<file path="src/rtl/pam_pkg.sv">
// Shared definitions for the receive-side packet analyser: FAST header
// codes, field offsets, parser state encoding and the pending record type.
package pam_pkg;

  localparam int unsigned STREAM_NUM = 4;
  localparam int unsigned CNT_W      = 64;
  localparam int unsigned SID_W      = 2;
  localparam int unsigned WCNT_W     = 12;
  localparam int unsigned BYTE_W     = WCNT_W + 4;
  localparam int unsigned SID_LSB    = 88;
  localparam int unsigned TS_LSB     = 0;

  localparam logic [1:0] HDR_HEAD = 2'b01;
  localparam logic [1:0] HDR_MID  = 2'b11;
  localparam logic [1:0] HDR_TAIL = 2'b10;

  typedef enum logic [1:0] {
    ST_IDLE  = 2'd0,
    ST_META1 = 2'd1,
    ST_BODY  = 2'd2
  } state_t;

  typedef struct packed {
    logic [SID_W-1:0] sid;
    logic [CNT_W-1:0] bits;
    logic [CNT_W-1:0] lat;
  } rec_t;

  // bits = (words*16 - invalid) * 8
  function automatic logic [CNT_W-1:0] pkt_bits(input logic [WCNT_W-1:0] words,
                                                input logic [3:0] inv);
    logic [BYTE_W-1:0] bytes;
    bytes = {words, 4'b0000} - BYTE_W'(inv);
    return CNT_W'({bytes, 3'b000});
  endfunction

endpackage

</file>
<file path="src/rtl/pam_stat.sv">
// Statistics block: applies an accepted packet record to the per-stream
// packet counters, the bit counter and the latency min/max/sum.
// Ports: clk, clr (sync clear), upd (apply rec this cycle), rec (record),
//        pkt_cnt/bit_cnt/lat_min/lat_max/lat_sum (registered statistics).
module pam_stat
  import pam_pkg::*;
(
  input  logic                                clk,
  input  logic                                clr,
  input  logic                                upd,
  input  rec_t                                rec,
  output logic [STREAM_NUM-1:0][CNT_W-1:0]    pkt_cnt,
  output logic [CNT_W-1:0]                    bit_cnt,
  output logic [CNT_W-1:0]                    lat_min,
  output logic [CNT_W-1:0]                    lat_max,
  output logic [CNT_W-1:0]                    lat_sum
);

  // Counters wrap naturally; min starts at all-ones so the first sample wins.
  always_ff @(posedge clk) begin
    if (clr) begin
      pkt_cnt <= '0;
      bit_cnt <= '0;
      lat_min <= '1;
      lat_max <= '0;
      lat_sum <= '0;
    end else if (upd) begin
      pkt_cnt[rec.sid] <= pkt_cnt[rec.sid] + CNT_W'(1);
      bit_cnt          <= bit_cnt + rec.bits;
      lat_sum          <= lat_sum + rec.lat;
      if (rec.lat < lat_min) lat_min <= rec.lat;
      if (rec.lat > lat_max) lat_max <= rec.lat;
    end
  end

endmodule

</file>
<file path="src/rtl/pam_rcv.sv">
// Receive-side packet analyser. Parses the FAST word stream, builds a
// pending record per completed packet and commits it to the statistics on
// the packet's valid strobe.
// Ports: clk, rst (sync, active-high); in_pam_data/_wr (FAST words);
//        in_pam_data_valid/_valid_wr (per-packet verdict); out_pam_data_ready;
//        pam_config_reset (clear stats); rcv_enable (stats gate);
//        lcm2pam_time (time base); rcv_* (registered statistics).
module pam_rcv
  import pam_pkg::*;
(
  input  logic         clk,
  input  logic         rst,
  input  logic [133:0] in_pam_data,
  input  logic         in_pam_data_wr,
  input  logic         in_pam_data_valid,
  input  logic         in_pam_data_valid_wr,
  output logic         out_pam_data_ready,
  input  logic         pam_config_reset,
  input  logic         rcv_enable,
  input  logic [63:0]  lcm2pam_time,
  output logic [63:0]  rcv_pkt_0_cnt,
  output logic [63:0]  rcv_pkt_1_cnt,
  output logic [63:0]  rcv_pkt_2_cnt,
  output logic [63:0]  rcv_pkt_3_cnt,
  output logic [63:0]  rcv_bit_cnt,
  output logic [63:0]  rcv_lat_min,
  output logic [63:0]  rcv_lat_max,
  output logic [63:0]  rcv_lat_sum,
  output logic [63:0]  rcv_err_cnt
);

  logic [1:0]   hdr;
  logic [3:0]   inv;
  logic [127:0] data;
  logic         clr;
  logic         unused_data;

  assign hdr  = in_pam_data[133:132];
  assign inv  = in_pam_data[131:128];
  assign data = in_pam_data[127:0];
  assign clr  = rst | pam_config_reset;
  assign unused_data = ^{data[127:SID_LSB+SID_W], data[SID_LSB-1:TS_LSB+CNT_W]};

  state_t             state, state_nxt;
  logic               start_c, ts_c, mid_c, done_c, ferr_c;
  logic [CNT_W-1:0]   rx_time, tx_ts, cur_ts;
  logic [SID_W-1:0]   sid;
  logic [WCNT_W-1:0]  wcnt, wcnt_inc;
  logic               pend;
  rec_t               pend_rec, new_rec, upd_rec;
  logic               upd_c, ow_err_c, orph_err_c;
  logic [STREAM_NUM-1:0][CNT_W-1:0] pkt_cnt;

  // Parser state register
  always_ff @(posedge clk) begin
    if (clr) state <= ST_IDLE;
    else     state <= state_nxt;
  end

  // Parser next state and per-word actions
  always_comb begin
    state_nxt = state;
    start_c   = 1'b0;
    ts_c      = 1'b0;
    mid_c     = 1'b0;
    done_c    = 1'b0;
    ferr_c    = 1'b0;
    if (in_pam_data_wr) begin
      case (state)
        ST_IDLE: begin
          if (hdr == HDR_HEAD) begin
            start_c   = 1'b1;
            state_nxt = ST_META1;
          end else begin
            ferr_c = 1'b1;
          end
        end
        ST_META1, ST_BODY: begin
          case (hdr)
            HDR_HEAD: begin
              ferr_c    = 1'b1;
              start_c   = 1'b1;
              state_nxt = ST_META1;
            end
            HDR_MID: begin
              ts_c      = (state == ST_META1);
              mid_c     = 1'b1;
              state_nxt = ST_BODY;
            end
            HDR_TAIL: begin
              done_c    = 1'b1;
              state_nxt = ST_IDLE;
            end
            default: begin
              ferr_c    = 1'b1;
              state_nxt = ST_IDLE;
            end
          endcase
        end
        default: state_nxt = ST_IDLE;
      endcase
    end
  end

  // A tail straight after the head carries the timestamp in the same word
  assign cur_ts   = (state == ST_META1) ? data[TS_LSB +: CNT_W] : tx_ts;
  assign wcnt_inc = (wcnt == '1) ? wcnt : wcnt + WCNT_W'(1);

  assign new_rec.sid  = sid;
  assign new_rec.bits = pkt_bits(wcnt_inc, inv);
  assign new_rec.lat  = rx_time - cur_ts;

  // A strobe in the completion cycle takes the fresh record
  assign upd_rec    = done_c ? new_rec : pend_rec;
  assign upd_c      = in_pam_data_valid_wr & (done_c | pend) & in_pam_data_valid & rcv_enable;
  assign ow_err_c   = done_c & pend;
  assign orph_err_c = in_pam_data_valid_wr & ~pend & ~done_c;

  // Packet metadata capture
  always_ff @(posedge clk) begin
    if (clr) begin
      rx_time <= '0;
      tx_ts   <= '0;
      sid     <= '0;
      wcnt    <= '0;
    end else begin
      if (start_c) begin
        rx_time <= lcm2pam_time;
        sid     <= data[SID_LSB +: SID_W];
        wcnt    <= WCNT_W'(1);
      end else if (mid_c) begin
        wcnt    <= wcnt_inc;
      end
      if (ts_c) tx_ts <= data[TS_LSB +: CNT_W];
    end
  end

  // Pending record and error counter
  always_ff @(posedge clk) begin
    if (clr) begin
      pend        <= 1'b0;
      pend_rec    <= '0;
      rcv_err_cnt <= '0;
    end else begin
      if (in_pam_data_valid_wr) pend <= 1'b0;
      else if (done_c)          pend <= 1'b1;
      if (done_c) pend_rec <= new_rec;
      rcv_err_cnt <= rcv_err_cnt + CNT_W'(ferr_c) + CNT_W'(ow_err_c) + CNT_W'(orph_err_c);
    end
  end

  // Ready tracks the core reset only
  always_ff @(posedge clk) begin
    if (rst) out_pam_data_ready <= 1'b0;
    else     out_pam_data_ready <= 1'b1;
  end

  pam_stat u_stat (
    .clk     (clk),
    .clr     (clr),
    .upd     (upd_c),
    .rec     (upd_rec),
    .pkt_cnt (pkt_cnt),
    .bit_cnt (rcv_bit_cnt),
    .lat_min (rcv_lat_min),
    .lat_max (rcv_lat_max),
    .lat_sum (rcv_lat_sum)
  );

  assign rcv_pkt_0_cnt = pkt_cnt[0];
  assign rcv_pkt_1_cnt = pkt_cnt[1];
  assign rcv_pkt_2_cnt = pkt_cnt[2];
  assign rcv_pkt_3_cnt = pkt_cnt[3];

endmodule

</file>
<file path="config.mk">
export PLATFORM = sky130hd
export DESIGN_NAME = pam_rcv
export DESIGN_NICKNAME = d
export VERILOG_FILES = /design/src/rtl/pam_pkg.sv /design/src/rtl/pam_stat.sv /design/src/rtl/pam_rcv.sv
export SDC_FILE = /design/constraint.sdc
export NUM_CORES = 2
export LEC_CHECK = 0
export BUFFER_PORTS_ARGS = -buffer_cell sky130_fd_sc_hd__buf_4
export CORE_MARGIN = 2
export CORE_UTILIZATION = 23
export DETAILED_ROUTE_END_ITERATION = 12
export GPL_ROUTABILITY_DRIVEN = 0
export PLACE_DENSITY_LB_ADDON = 0.2
export SYNTH_ARGS = -nofsm -noshare
export SYNTH_HDL_FRONTEND = slang
export SYNTH_SLANG_ARGS = --single-unit
</file>
<file path="constraint.sdc">
create_clock -name clk -period 7.45 [get_ports clk]
set_input_delay 0.745 -clock clk [delete_from_list [all_inputs] [get_ports clk]]
set_output_delay 0.745 -clock clk [all_outputs]
set_load 0.02 [all_outputs]
</file>
==> impl_metrics.xml <==
<?xml version="1.0" encoding="UTF-8"?>
<metrics>
  <group name="detailed_routing">
    <metric name="detailedRoute.firstPassIterationCount" unit="">8</metric>
    <metric name="drt_iter0_markers" unit="">2932</metric>
    <metric name="vias_per_cell" unit="">4.73</metric>
    <metric name="drt_wl_total" unit="mm">195</metric>
    <metric name="via_count" unit="">43495</metric>
    <metric name="postRouteAntennaNets" unit="">0</metric>
    <metric name="dr_drc_count" unit="">0</metric>
    <metric name="avgRoutedWirePerCell" unit="um">21.2</metric>
  </group>
  <group name="clock_tree">
    <metric name="h-tree-depth" unit="">3</metric>
    <metric name="worst_skew_pair.late_latency" unit="ns">0.80</metric>
    <metric name="cts_tree" unit="">done</metric>
    <metric name="clock-sinks" unit="">852</metric>
    <metric name="ctsLongestPathBuffers" unit="">3</metric>
    <metric name="cts_made_buffers" unit="">109</metric>
    <metric name="clock-root-buffer" unit="">sky130_fd_sc_hd__clkbuf_16</metric>
    <metric name="worst_setup_hold_path_clk_slew" unit="ns">0.06</metric>
  </group>
  <group name="sta">
    <metric name="finalHoldWorstSlack" unit="ns">0.170</metric>
    <metric name="clock.fmax" unit="MHz">142</metric>
    <metric name="max-slew-margin-rel" unit="%">18.6</metric>
    <metric name="worst_setup_skew_after_layout" unit="ns">0.0702</metric>
    <metric name="setup-tns-final" unit="ns">0</metric>
    <metric name="post-route-min-period" unit="ns">7.06</metric>
    <metric name="final_hold_viol_count" unit="">0</metric>
    <metric name="tightest_slew" unit="ns">1.21</metric>
    <metric name="number_of_max_slew_violations_in_the_final_report" unit="">0</metric>
    <metric name="post-route-period-util" unit="%">94.8</metric>
    <metric name="report.final.setup_viol" unit="">0</metric>
  </group>
  <group name="pwr">
    <metric name="power.share.switching" unit="%">25.1</metric>
    <metric name="p_leak" unit="uW">0.0263</metric>
    <metric name="irDropWorstVdd" unit="mV">0.201</metric>
    <metric name="power.clock.fraction" unit="%">52.1</metric>
    <metric name="p_seq_share" unit="%">41.9</metric>
    <metric name="power_frac_comb" unit="%">6.1</metric>
    <metric name="design_power_total" unit="uW">10900</metric>
    <metric name="total_switching_power" unit="uW">2740</metric>
    <metric name="power.density" unit="nW/um2">181</metric>
    <metric name="p_int" unit="uW">8170</metric>
  </group>
  <group name="worst_hold_path">
    <metric name="hold_path_startpoint" unit="">rst</metric>
    <metric name="holdCritPathClass" unit="">in2reg</metric>
  </group>
  <group name="placement">
    <metric name="dp.final_hpwl" unit="mm">148</metric>
    <metric name="dpl-instance-area" unit="um2">56000</metric>
    <metric name="port-buffer-count" unit="">719</metric>
  </group>
  <group name="critical_path">
    <metric name="worst_setup_path_end_kind" unit="">flop</metric>
    <metric name="cp-startpoint" unit="">state[1]</metric>
    <metric name="setup.worst_path.start_class" unit="">flop</metric>
    <metric name="worst_ep_required_time" unit="ns">8.12</metric>
    <metric name="timing.setup.critical_path_class" unit="">reg2reg</metric>
    <metric name="critical-path-max-stage-delay" unit="ns">0.80</metric>
    <metric name="critPathBufInv" unit="">2</metric>
    <metric name="cell_class_contributing_the_biggest_share_of_worst_path_delay" unit="">compound AO/OA/AOI/OAI gates</metric>
    <metric name="critPathMaxFanout" unit="">30</metric>
    <metric name="worstPathArrival" unit="ns">7.73</metric>
    <metric name="rr_startpoint" unit="">state[1]</metric>
    <metric name="timing.critical_path.slowest_stage_cell" unit="">sky130_fd_sc_hd__o21ai_0</metric>
  </group>
  <group name="final_layout">
    <metric name="num-nets-final" unit="">6967</metric>
    <metric name="post-route-cell-area" unit="um2">60200</metric>
    <metric name="ff_latch_area" unit="um2">17100</metric>
    <metric name="footprint_of_the_multi_input_gates" unit="um2">28000</metric>
    <metric name="area_growth" unit="%">28.1</metric>
    <metric name="post-route-util" unit="%">29.7</metric>
    <metric name="fillerInstances" unit="">21568</metric>
    <metric name="layout-drive-gt1-share" unit="%">18.9</metric>
  </group>
  <group name="logic_synthesis">
    <metric name="combined_area_of_all_synthesized_cells" unit="um2">47000</metric>
    <metric name="netlist_instances" unit="">5743</metric>
    <metric name="top_reg_cell_synth" unit="">sky130_fd_sc_hd__dfxtp_1</metric>
    <metric name="ys_seq_area_share" unit="%">36.3</metric>
    <metric name="synth_edf_count" unit="">0</metric>
    <metric name="synth_warnings" unit="">0</metric>
    <metric name="avgSynthCellArea" unit="um2">8.18</metric>
    <metric name="yosys.cell_types.count" unit="">94</metric>
    <metric name="syn-num-nets" unit="">6277</metric>
    <metric name="async_flop_share" unit="%">0</metric>
    <metric name="postSynthRegisterBits" unit="">852</metric>
  </group>
  <group name="floorplan">
    <metric name="top_level_port_count" unit="">782</metric>
    <metric name="initial_standard_cell_utilization_of_the_core" unit="%">23.2</metric>
    <metric name="floorplan.rows" unit="">165</metric>
    <metric name="core_area" unit="um2">203000</metric>
    <metric name="die-width" unit="um">456</metric>
    <metric name="die_h" unit="um">456</metric>
    <metric name="die_area" unit="um2">208000</metric>
  </group>
  <group name="job">
    <metric name="number_of_max_capacitance_violations_reported" unit="">0</metric>
  </group>
  <group name="global_routing">
    <metric name="grt.overflow.total" unit="">0</metric>
    <metric name="grtUsageTotal" unit="%">18.0</metric>
    <metric name="maximum_number_of_pins_on_one_net_before_global_route_repair" unit="">171</metric>
    <metric name="grt_antenna_before_repair" unit="">11</metric>
    <metric name="first_global_vias" unit="">40695</metric>
    <metric name="wire_length_of_the_first_global_routing_pass" unit="mm">283</metric>
  </group>
  <group name="run_status">
    <metric name="outcome" unit="">finished, final reports clean</metric>
  </group>
</metrics>
[state kept, by name, summed over array words and instances, names as in the netlist]
name / cells
u_stat.pkt_cnt: 256
pend_rec: 130
rcv_err_cnt: 64
rx_time: 64
tx_ts: 64
u_stat.bit_cnt: 64
u_stat.lat_max: 64
u_stat.lat_min: 64
u_stat.lat_sum: 64
wcnt: 12
sid: 2
state: 2
out_pam_data_ready: 1
pend: 1
[layout by cell type (no fill, tap or decap), types with 19 or more instances in the layout]
cell type and n:
sky130_fd_sc_hd__nand4_1 85, sky130_fd_sc_hd__inv_1 227, sky130_fd_sc_hd__o21ai_0 337, sky130_fd_sc_hd__buf_4 892
sky130_fd_sc_hd__o211ai_1 39, sky130_fd_sc_hd__o21a_1 27, sky130_fd_sc_hd__nor3_1 48, sky130_fd_sc_hd__nor2b_1 27
sky130_fd_sc_hd__and2_1 109, sky130_fd_sc_hd__o21bai_1 40, sky130_fd_sc_hd__mux4_2 48, sky130_fd_sc_hd__xnor2_1 164
sky130_fd_sc_hd__dfxtp_1 850, sky130_fd_sc_hd__nand2_1 776, sky130_fd_sc_hd__a211oi_1 167, sky130_fd_sc_hd__clkinv_2 19
sky130_fd_sc_hd__a21oi_1 554, sky130_fd_sc_hd__a31oi_1 27, sky130_fd_sc_hd__xor2_1 126, sky130_fd_sc_hd__nand2b_1 32
sky130_fd_sc_hd__or3_1 34, sky130_fd_sc_hd__a21o_1 138, sky130_fd_sc_hd__clkbuf_1 22, sky130_fd_sc_hd__and3_1 101
sky130_fd_sc_hd__clkbuf_16 109, sky130_fd_sc_hd__mux2i_1 138, sky130_fd_sc_hd__clkbuf_8 26, sky130_fd_sc_hd__nor2_1 620
sky130_fd_sc_hd__nand3_1 104, sky130_fd_sc_hd__ha_1 321
[final timing paths]
check / slack [ns] / cells after the start / end
worst min-delay path: 0.17 / 2 / out_pam_data_ready
worst max-delay path: 0.39 / 26 / u_stat.lat_sum[60]
worst min register to register: 0.45 / 2 / tx_ts[53]
worst max register to register: 0.39 / 26 / u_stat.lat_sum[60]
[stage by stage]
stage	setup WS, ns	instances
4_1_cts	0.0168	9189
3_5_place_dp	-0.158	8986
2_1_floorplan	0.345	5743
5_1_grt	-0.0441	9200
3_3_place_gp	-0.0217	8986
6_report	0.391	9201
[routing by layer]
metal | GRT usage, % | up-vias | share of wire, %
li1 | - | 21523 | -
met1 | 23.9 | 20710 | 46
met2 | 27.8 | 982 | 44
met3 | 2.79 | 274 | 4.2
met4 | 9.86 | 6 | 6.1
met5 | 0 | - | 0.019
[cell families (layout without fill, tap and decap cells)]
group	count (synthesis)	in the layout	share of synthesized area, %
and+or+nand+nor	2022	2022	19.4
DFF	852	852	36.3
buffers and inverters	560	1342	4.69
other	0	4	0
muxes	209	209	6.24
xor gates and xnor gates	291	291	5.44
AOI/OAI and AO/OA	1480	1480	19.1
adders and majority gates	329	329	8.84
[power groups by stage]
stage	sequential, uW	clock, uW	combinational, uW
2_1_floorplan	4670	0	373
3_3_place_gp	4670	0	643
3_5_place_dp	4670	0	645
4_1_cts	4570	5870	648
5_1_grt	4570	6040	725
6_report	4570	5680	661
[cell type report]
| class | instances | share of cell area (%) |
|---|---|---|
| antenna | 4 | 0.0166 |
| clock buffer | 157 | 5.27 |
| clock inverter | 46 | 1.14 |
| inverter | 229 | 1.43 |
| multi-input combinational | 4331 | 46.6 |
| sequential | 852 | 28.4 |
| tap | 2672 | 5.56 |
| timing repair buffer | 910 | 11.7 |
[Yosys cell counts (all sizes together) (114+ instances only)]
cell	count	share of area, %
a211oi	170	2.7
o21ai	352	3.8
inv	229	1.8
mux2i	142	3.0
xnor2	165	3.1
dfxtp	852	36
ha	324	8.6
and2	114	1.5
clkbuf	292	2.3
a21o	138	2.2
a21oi	559	6.0
xor2	126	2.3
nor2	627	5.0
nand2	780	6.3
[timing repair]
item	in CTS	in global routing
endpoints found under the hold margin	0	0
setup buffers	0	7
gates resized for setup	3	50
hold buffers	0	0
setup endpoints to repair	49	143
cloned	0	1
pin swaps	0	9
Note: power is estimated with default switching activity, not from simulation.
